[src/rtl/dmem_dump_arbiter.sv]
// rtl/dmem_dump_arbiter.sv - data-memory port arbiter between the MEM stage and a debug dump sequencer
// Optional starvation guard: define DMEM_DUMP_STARVE_GUARD_EN.
module dmem_dump_arbiter #(
    parameter int XLEN         = 32,
    parameter int STARVE_LIMIT = 8
) (
    input  logic            i_clk,
    input  logic            i_rst,
    input  logic            i_p_req,
    input  logic            i_p_we,
    input  logic [3:0]      i_p_be,
    input  logic [XLEN-1:0] i_p_addr,
    input  logic [XLEN-1:0] i_p_wdata,
    output logic [XLEN-1:0] o_p_rdata,
    output logic            o_p_stall,
    output logic            o_mem_re,
    output logic            o_mem_we,
    output logic [3:0]      o_mem_be,
    output logic [XLEN-1:0] o_mem_addr,
    output logic [XLEN-1:0] o_mem_wdata,
    input  logic [XLEN-1:0] i_mem_rdata,
    input  logic            i_dump_start,
    input  logic [XLEN-1:0] i_dump_lo,
    input  logic [XLEN-1:0] i_dump_hi,
    output logic            o_dump_valid,
    input  logic            i_dump_ready,
    output logic [XLEN-1:0] o_dump_addr,
    output logic [XLEN-1:0] o_dump_data,
    output logic            o_dump_busy,
    output logic            o_dump_done
);
    typedef enum logic [2:0] {
        S_IDLE,
        S_ISSUE,
        S_WAIT,
        S_HOLD,
        S_DONE
    } state_t;

    state_t          r_state;
    state_t          w_state_next;
    logic [XLEN-1:0] r_cursor;
    logic [XLEN-1:0] r_hi;
    logic [XLEN-1:0] r_dump_addr;
    logic [XLEN-1:0] r_dump_data;
    logic            r_dump_valid;
    logic            w_grant;
    logic            w_force;
    logic            w_hs;
    logic            w_range_end;
    logic [XLEN-1:0] w_lo_al;
    logic [XLEN-1:0] w_hi_al;
    logic [XLEN-1:0] w_cursor_inc;

    if (XLEN != 32) begin : g_xlen_check
        $error("dmem_dump_arbiter supports XLEN=32 only");
    end
    if (STARVE_LIMIT < 1) begin : g_limit_check
        $error("dmem_dump_arbiter needs STARVE_LIMIT >= 1");
    end

    // Dump ranges are word granular: low address bits are dropped on capture.
    assign w_lo_al      = {i_dump_lo[XLEN-1:2], 2'b00};
    assign w_hi_al      = {i_dump_hi[XLEN-1:2], 2'b00};
    assign w_cursor_inc = r_cursor + XLEN'(4);
    // A cursor that wraps past the top of the address space also ends the range.
    assign w_range_end  = (w_cursor_inc == '0) || (w_cursor_inc >= r_hi);
    assign w_hs         = r_dump_valid & i_dump_ready;
    assign w_grant      = (r_state == S_ISSUE) && (!i_p_req || w_force);

`ifdef DMEM_DUMP_STARVE_GUARD_EN
    localparam int CW = $clog2(STARVE_LIMIT + 1);
    logic [CW-1:0] r_starve;

    assign w_force = (r_state == S_ISSUE) && i_p_req && (r_starve == CW'(STARVE_LIMIT));

    // Count cycles the pipeline keeps the dump off the port; any dump grant clears it.
    always_ff @(posedge i_clk or negedge i_rst) begin
        if (!i_rst) begin
            r_starve <= '0;
        end else if (w_grant) begin
            r_starve <= '0;
        end else if ((r_state == S_ISSUE) && i_p_req) begin
            r_starve <= r_starve + CW'(1);
        end
    end
`else
    assign w_force = 1'b0;
`endif

    // Sequencer state register.
    always_ff @(posedge i_clk or negedge i_rst) begin
        if (!i_rst) begin
            r_state <= S_IDLE;
        end else begin
            r_state <= w_state_next;
        end
    end

    // Next-state logic; a start pulse is only looked at while idle.
    always_comb begin
        w_state_next = r_state;
        case (r_state)
            S_IDLE: begin
                if (i_dump_start) begin
                    w_state_next = (w_lo_al >= w_hi_al) ? S_DONE : S_ISSUE;
                end
            end
            S_ISSUE: begin
                if (w_grant) begin
                    w_state_next = S_WAIT;
                end
            end
            S_WAIT: w_state_next = S_HOLD;
            S_HOLD: begin
                if (w_hs) begin
                    w_state_next = w_range_end ? S_DONE : S_ISSUE;
                end
            end
            S_DONE:  w_state_next = S_IDLE;
            default: w_state_next = S_IDLE;
        endcase
    end

    // Range, cursor and output-word registers; the word is frozen until accepted.
    always_ff @(posedge i_clk or negedge i_rst) begin
        if (!i_rst) begin
            r_cursor     <= '0;
            r_hi         <= '0;
            r_dump_addr  <= '0;
            r_dump_data  <= '0;
            r_dump_valid <= 1'b0;
        end else begin
            if ((r_state == S_IDLE) && i_dump_start) begin
                r_cursor <= w_lo_al;
                r_hi     <= w_hi_al;
            end
            if (r_state == S_WAIT) begin
                r_dump_data  <= i_mem_rdata;
                r_dump_addr  <= r_cursor;
                r_dump_valid <= 1'b1;
            end
            if ((r_state == S_HOLD) && w_hs) begin
                r_dump_valid <= 1'b0;
                r_cursor     <= w_cursor_inc;
            end
        end
    end

    // Memory port mux: a dump grant wins only when the pipeline is idle or starved out.
    always_comb begin
        o_mem_re    = 1'b0;
        o_mem_we    = 1'b0;
        o_mem_be    = 4'h0;
        o_mem_addr  = '0;
        o_mem_wdata = '0;
        if (w_grant) begin
            o_mem_re   = 1'b1;
            o_mem_be   = 4'hF;
            o_mem_addr = r_cursor;
        end else if (i_p_req) begin
            o_mem_re    = ~i_p_we;
            o_mem_we    = i_p_we;
            o_mem_be    = i_p_be;
            o_mem_addr  = i_p_addr;
            o_mem_wdata = i_p_wdata;
        end
    end

    assign o_p_rdata    = i_mem_rdata;
    assign o_p_stall    = w_force;
    assign o_dump_valid = r_dump_valid;
    assign o_dump_addr  = r_dump_addr;
    assign o_dump_data  = r_dump_data;
    assign o_dump_busy  = (r_state != S_IDLE);
    assign o_dump_done  = (r_state == S_DONE);

endmodule

[config.mk]
export PLATFORM = sky130hd
export DESIGN_NAME = dmem_dump_arbiter
export DESIGN_NICKNAME = d
export VERILOG_FILES = /design/src/rtl/dmem_dump_arbiter.sv
export SDC_FILE = /design/constraint.sdc
export NUM_CORES = 1
export LEC_CHECK = 0
export CORE_MARGIN = 2
export CORE_UTILIZATION = 45
export CTS_BUF_LIST = sky130_fd_sc_hd__clkbuf_2
export DETAILED_ROUTE_END_ITERATION = 12
export GPL_TIMING_DRIVEN = 0
export PLACE_DENSITY = 0.84
export SKIP_CTS_REPAIR_TIMING = 1
export SYNTH_ARGS = -nofsm -noshare
export SYNTH_HDL_FRONTEND = slang
export SYNTH_SLANG_ARGS = --single-unit
export TNS_END_PERCENT = 5
[constraint.sdc]
create_clock -name i_clk -period 3.5 [get_ports i_clk]
set_input_delay 0.7 -clock i_clk [delete_from_list [all_inputs] [get_ports i_clk]]
set_output_delay 0.7 -clock i_clk [all_outputs]
set_load 0.02 [all_outputs]
==> impl_metrics.py, run 1 <==
metrics = {
    "detailed_routing": {
        "drc_errors": 0,
        "dr.pass1.iters": 6,
        "wl_um": 28250,
        "drtIter0Drc": 555,
        "vias_per_cell": 5.424,
        "drt.antenna.violating_nets": 0,
        "dr_total_vias": 8054,
        "wl_per_cell_um": 19.02,
    },
    "pwr": {
        "total_power_mw": 8.974,
        "ir_worst_vdd_uv": 427.8,
        "p_per_area_nw_per_um2": 728.1,
        "cellLeakagePower_nw": 5.643,
    },
    "final_layout": {
        "drive_gt1_frac": 0.1467,
        "stdcell_count": 1485,
        "multi_input_area_sq_um": 4385,
        "finalNetCount": 1474,
        "syn_to_final_growth_pct": 49.71,
        "final.fill_count": 1445,
        "finish.utilization": 0.6861,
        "ff_latch_area_sq_um": 3157,
    },
    "sta": {
        "tightestPinTransition_ns": 0.7810,
        "fin_setup_tns_ns": -0.6676,
        "finalHoldViolCount": 0,
        "max_slew_margin": 0.4794,
        "setup_viol": 26,
        "report.final.slew_viol_count": 0,
        "skew_ns": 0.03209,
        "post-route-min-period_ns": 3.569,
        "timing.final.crit_share": 1.020,
        "timing.fmax_mhz": 280.2,
        "worst_slack_ns": -0.06913,
        "rsz0062_at_grt": "true",
    },
    "critical_path": {
        "crit-reg2reg-capture": "r_state[0]$_DFFE_PN0P_",
        "setup.worst_path.end_class": "output pin",
        "crit_required_ns": 2.80,
        "worstReg2RegStart": "r_cursor[2]$_DFFE_PN0P_",
        "arrival_ns": 2.87,
        "path_max_fanout": 10,
        "reg2reg_slack_ns": 0.02,
        "crit_start": "r_state[2]$_DFFE_PN0P_",
        "crit_type": "flip-flop to output pin",
        "rr_worst_depth": 12,
        "critPathLaunchType": "flip-flop",
    },
    "clocking": {
        "cts_root_buf": "clkbuf_2",
        "htreeDepth": 4,
        "cts_buffers": 17,
        "cts_tree": "yes",
        "worst_skew_pair.late_latency_ns": 0.73,
        "cts_sinks": 126,
        "clk_pin_slew_ns": 0.19,
        "clockBufferDepth": 2,
    },
    "global_route": {
        "globalRoute.totalOverflow": 0,
        "grt_use_total": 0.2846,
        "antenna_found_initial": 2,
        "grt_pass1_vias": 7884,
        "grt_pass1_wl_um": 43090,
        "grt_max_degree": 81,
    },
    "floorplanning": {
        "die_area_sq_um": 19390,
        "coreArea_sq_um": 17960,
        "start_util": 0.4583,
        "die_h_um": 139.3,
        "rows": 49,
        "pin_count": 340,
        "die_w_um": 139.3,
    },
    "synth": {
        "ys_types": 55,
        "synthArstFlopShare": 1.000,
        "syn-mean-instance-area_sq_um": 9.409,
        "syn_area_sq_um": 8233,
        "synth_cells": 875,
        "synth_edf_count": 0,
        "ys.flop_type": "dfrtp_1",
        "ys_seq_area_frac": 0.3830,
        "ys_warn_count": 0,
        "synth-seq-cells": 126,
    },
    "place": {
        "hpwl_um": 21930,
        "portBuffers": 332,
        "place_inst": 1439,
        "gp_congestion": 0.9253,
    },
    "hold_path": {
        "hp-class": "input port to asynchronous set/reset pin",
    },
    "outcome": {
        "violations": "negative setup slack",
        "status": "finished, violations left",
    },
    "run": {
        "drv_cap": 0,
    },
}
final cells by class:
| type | instances | area share |
|---|---|---|
| Clock buffer | 20 | 0.008121 |
| Tap cell | 229 | 0.02325 |
| Antenna cell | 2 | 0.0004060 |
| Sequential cell | 126 | 0.2561 |
| Multi-Input combinational cell | 581 | 0.3558 |
| Timing Repair Buffer | 346 | 0.2809 |
| Clock inverter | 11 | 0.008121 |
| Buffer | 99 | 0.04568 |
| Inverter | 71 | 0.02162 |
registers in the layout, indices dropped and copies added (netlist names):
signal,flops
r_state,3
o_dump_valid,1
o_dump_addr,30
r_hi,30
o_dump_data,32
r_cursor,30
report_power, final:
| group | total (mW) | switching (mW) | internal, mW | leakage, nW |
|---|---|---|---|---|
| sequential | 2.52 | 0.373 | 2.15 | 1.54 |
| combinational | 5.60 | 3.01 | 2.58 | 3.97 |
| clock | 0.857 | 0.541 | 0.315 | 0.129 |
| total | 8.97 | 3.93 | 5.05 | 5.64 |
cells in the mapped netlist (all sizes together), types with 2 or more instances:
master   instances  area share
or3              2      0.0015
a211oi           2      0.0018
a41oi            2      0.0021
nor3b            9      0.0082
a31oi            6      0.0046
a21o            28       0.026
xor2            14       0.015
and3             7      0.0053
and2            40       0.030
a221o           10       0.012
buf             59       0.047
a221oi           2      0.0029
a222oi           2      0.0024
a22oi           11       0.010
dfrtp          126        0.38
a22o            31       0.033
mux2            62       0.085
a21oi           19       0.012
nor3            17       0.012
mux2i            2      0.0024
nor2            30       0.014
xnor2           21       0.022
inv             71       0.032
nand3           19       0.012
nand4           21       0.019
nor4b            2      0.0021
nand2           77       0.035
nand2b           2      0.0015
clkbuf          40       0.018
nor4             6      0.0053
ha              62       0.094
o21ai           56       0.034
nor2b            2      0.0015
or4              2      0.0018
a2bb2oi          2      0.0021
critical path, stage by stage (launching register included):
cell and delay (ns):
dfrtp_1 0.51, nor2b_2 0.21, nor3b_4 0.39, buf_6 0.25, a22o_1 0.16, clkdlybuf4s50_1 0.61
worst max-delay path by stage:
stage	to
after CTS	o_mem_addr[25]
after global placement	o_dump_addr[4]$_DFFE_PN0P_
after detailed placement	o_mem_addr[25]
after floorplan	r_state[0]$_DFFE_PN0P_
final	o_mem_addr[24]
after global routing	r_state[0]$_DFFE_PN0P_
logic make-up after synthesis:
kind of cell / after synthesis / share of synthesized area
buf+inv: 170 / 0.09757
mux: 64 / 0.08723
simple gates: 238 / 0.1500
other cells: 1 / 0.0004555
xor+xnor: 35 / 0.03723
fa+ha+maj: 62 / 0.09422
flops: 126 / 0.3830
compound gates: 179 / 0.1503
metrics by stage:
stage                     area (sq um)  hold slack [ns]  worst slack [ns]
final                            12330           0.4616          -0.06913
after global placement           11850           0.4663            -3.474
after CTS                        12080          -0.1446            -1.363
after floorplan                   8240           0.4044            0.3214
after detailed placement         11880           0.4747            -1.300
after global routing             12330           0.4504           -0.1741
routing by layer:
layer / up-vias / routed length [um] / GRT usage
met4: 0 / 950 / 0.1079
met3: 67 / 2342 / 0.07811
met2: 406 / 13850 / 0.4804
li1: 3759 / - / -
met1: 3822 / 11100 / 0.3480
met5: - / 0 / 0
cells in the final DEF, fill, tap and decap left out, drive strengths merged, types with 28 or more instances in the layout:
cell type        n
o21ai           56
nor2            30
nand2           77
clkdlybuf4s50  327
buf             75
ha              62
a22o            31
a21o            28
and2            40
dfrtp          126
inv             71
clkbuf          58
mux2            62
Note: power is estimated with default switching activity, not from simulation.
==> run 2, diff against run 1 <==
--- a/config.mk
+++ b/config.mk
@@ -5,7 +5,6 @@
 export SDC_FILE = /design/constraint.sdc
 export NUM_CORES = 1
 export LEC_CHECK = 0
-export CORE_MARGIN = 2
 export CORE_UTILIZATION = 45
 export CTS_BUF_LIST = sky130_fd_sc_hd__clkbuf_2
 export DETAILED_ROUTE_END_ITERATION = 12
==> run 2 against run 1 <==
Effect of this change: clock power up 1%; flip-flop and latch count unchanged; worst setup slack better by 0.060 ns; the flow still finishes with violations (negative setup slack); clock skew up 0.0012 ns; die area down 2.9%; via count up 1.4%; sequential power about the same.
==> impl_metrics.py, run 2 (synthesis gave the netlist of run 1 again) <==
metrics = {
    "outcome": {
        "violations": "negative setup slack",
        "status": "finished, violations left",
    },
    "sta": {
        "post-route-min-period_ns": 3.509,
        "rsz0062_at_grt": "true",
        "fin_setup_tns_ns": -0.008779,
        "worst_slack_ns": -0.008779,
        "report.final.slew_viol_count": 0,
        "max_slew_margin": 0.4944,
        "fin_hold_ws_ns": 0.4082,
        "finalHoldViolCount": 0,
        "timing.fmax_mhz": 285.0,
        "setup_viol": 1,
        "tightestPinTransition_ns": 0.7584,
        "skew_ns": 0.03332,
        "timing.final.crit_share": 1.003,
    },
    "run": {
        "drv_cap": 0,
    },
    "clocking": {
        "cts_tree": "yes",
        "cts_root_buf": "clkbuf_2",
        "cts_buffers": 17,
        "worst_skew_pair.late_latency_ns": 0.71,
        "htreeDepth": 4,
        "cts_sinks": 126,
        "clockBufferDepth": 2,
        "clk_pin_slew_ns": 0.19,
    },
    "critical_path": {
        "path_max_fanout": 9,
        "crit_type": "flip-flop to flip-flop",
        "critPathLaunchType": "flip-flop",
        "crit_slowest_cell": "dfrtp_2",
        "crit_chain": "ha_1 -> buf_2 -> nand4_1 -> buf_4 -> buf_4 -> nor3_2 -> and2_1 -> and3_1 -> xor2_1 -> ha_1 -> a21o_1 -> a21o_1 -> a21oi_1 -> o21ai_0 -> a41oi_1 -> o31ai_2 -> a221oi_2",
        "crit_required_ns": 4.12,
        "setup.worst_path.end_class": "flip-flop",
        "arrival_ns": 4.13,
        "max_stage_delay_ns": 0.49,
    },
    "detailed_routing": {
        "dr.pass1.iters": 5,
        "vias_per_cell": 5.484,
        "wl_um": 28320,
        "drt.antenna.violating_nets": 0,
        "drtIter0Drc": 611,
        "drc_errors": 0,
        "wl_per_cell_um": 19.02,
        "dr_total_vias": 8166,
    },
    "final_layout": {
        "final_area_sq_um": 12370,
        "largest_reg_flops": 32,
        "mostFrequentLayoutCell": "clkdlybuf4s50_1",
        "final_cell_mix": "clkdlybuf4s50_1 (320), dfrtp_1 (123), nand2_1 (77), inv_1 (71)",
        "finalNetCount": 1478,
        "drive_gt1_frac": 0.1494,
        "stdcell_count": 1489,
        "syn_to_final_growth_pct": 50.24,
        "final.fill_count": 1475,
    },
    "global_route": {
        "globalRoute.totalOverflow": 0,
        "grt_max_degree": 98,
        "grt_use_total": 0.2921,
        "antenna_found_initial": 3,
        "grt_pass1_wl_um": 40920,
        "grt_pass1_vias": 7581,
    },
    "pwr": {
        "cellLeakagePower_nw": 5.752,
        "p_per_area_nw_per_um2": 726.4,
        "ir_worst_vdd_uv": 400.9,
        "total_power_mw": 8.985,
    },
    "place": {
        "gp_congestion": 0.9168,
        "dpl_cell_area_sq_um": 11880,
        "place_inst": 1439,
        "portBuffers": 332,
        "hpwl_um": 21720,
    },
    "floorplanning": {
        "start_util": 0.4583,
        "die_h_um": 137.3,
        "pin_count": 340,
        "rows": 49,
        "die_area_sq_um": 18840,
        "coreArea_sq_um": 17960,
        "die_w_um": 137.3,
    },
    "hold_path": {
        "hp-class": "input port to asynchronous set/reset pin",
    },
}
run 2: changes by cell type in the layout (fill, tap and decap cells not counted):
cell and change:
buf_1 +1, buf_6 -1, clkbuf_1 +1, clkbuf_2 -2, clkinv_2 +1, buf_2 +1, clkdlybuf4s50_1 -7, buf_4 +5
clkinv_1 -2, dlymetal6s2s_1 +7
run 2: path summary, 6_finish.rpt:
kind	from	endpoint	slack [ns]	depth (start not counted)
max in group asynchronous	i_rst	r_hi[12]$_DFFE_PN0P_	2.28	3
worst max-delay path	r_cursor[2]$_DFFE_PN0P_	r_state[0]$_DFFE_PN0P_	-0.009	17
worst max register to register	r_cursor[2]$_DFFE_PN0P_	r_state[0]$_DFFE_PN0P_	-0.009	17
worst min-delay path	i_rst	o_dump_addr[18]$_DFFE_PN0P_	0.41	2
worst min register to register	o_dump_data[15]$_DFFE_PN0P_	o_dump_data[15]$_DFFE_PN0P_	0.53	1
min in group i_clk	o_dump_data[15]$_DFFE_PN0P_	o_dump_data[15]$_DFFE_PN0P_	0.53	1
run 2: layer usage:
| metal | track usage | share of wire | wire length, um | up-vias |
|---|---|---|---|---|
| met4 | 0.1282 | 0.040 | 1131 | 2 |
| met5 | 0 | 0.00046 | 13 | - |
| li1 | - | - | - | 3766 |
| met3 | 0.06512 | 0.088 | 2498 | 85 |
| met2 | 0.5011 | 0.49 | 13910 | 425 |
| met1 | 0.3501 | 0.38 | 10770 | 3888 |
run 2: area by class of cell:
cell class | instances | area (sq um) | share of cell area
multi-input cells | 581 | 4385 | 0.3545
inverters | 71 | 266.5 | 0.02155
diodes | 2 | 5.005 | 0.0004046
well taps | 229 | 286.5 | 0.02316
repair buffers | 350 | 3510 | 0.2837
clock inverters | 10 | 97.59 | 0.007890
flip-flops and latches | 126 | 3157 | 0.2552
plain buffers | 99 | 556.8 | 0.04501
clock buffers | 21 | 105.1 | 0.008497
run 2: stage by stage:
step                      utilization  worst slack (ns)
after global placement         0.6597            -3.428
after CTS                      0.6726            -1.314
after floorplan                     -            0.3214
after global routing           0.6886           -0.2418
final                          0.6886         -0.008779
after detailed placement       0.6613            -1.265
run 2: power by group:
part	internal [mW]	switching, mW	leakage, nW
combinational	2.58	3.01	4.08
sequential	2.15	0.378	1.54
clock	0.322	0.547	0.134
run 2: critical path, delay by kind of cell, from the launching register on:
family                   cells  cell delay (ns)
adder cells (fa/ha/maj)      2             0.36
buffers and inverters        3             0.53
AO/OA/AOI/OAI                7             1.18
XOR/XNOR                     1             0.09
flip-flops                   1             0.49
AND/OR/NAND/NOR              4             0.76
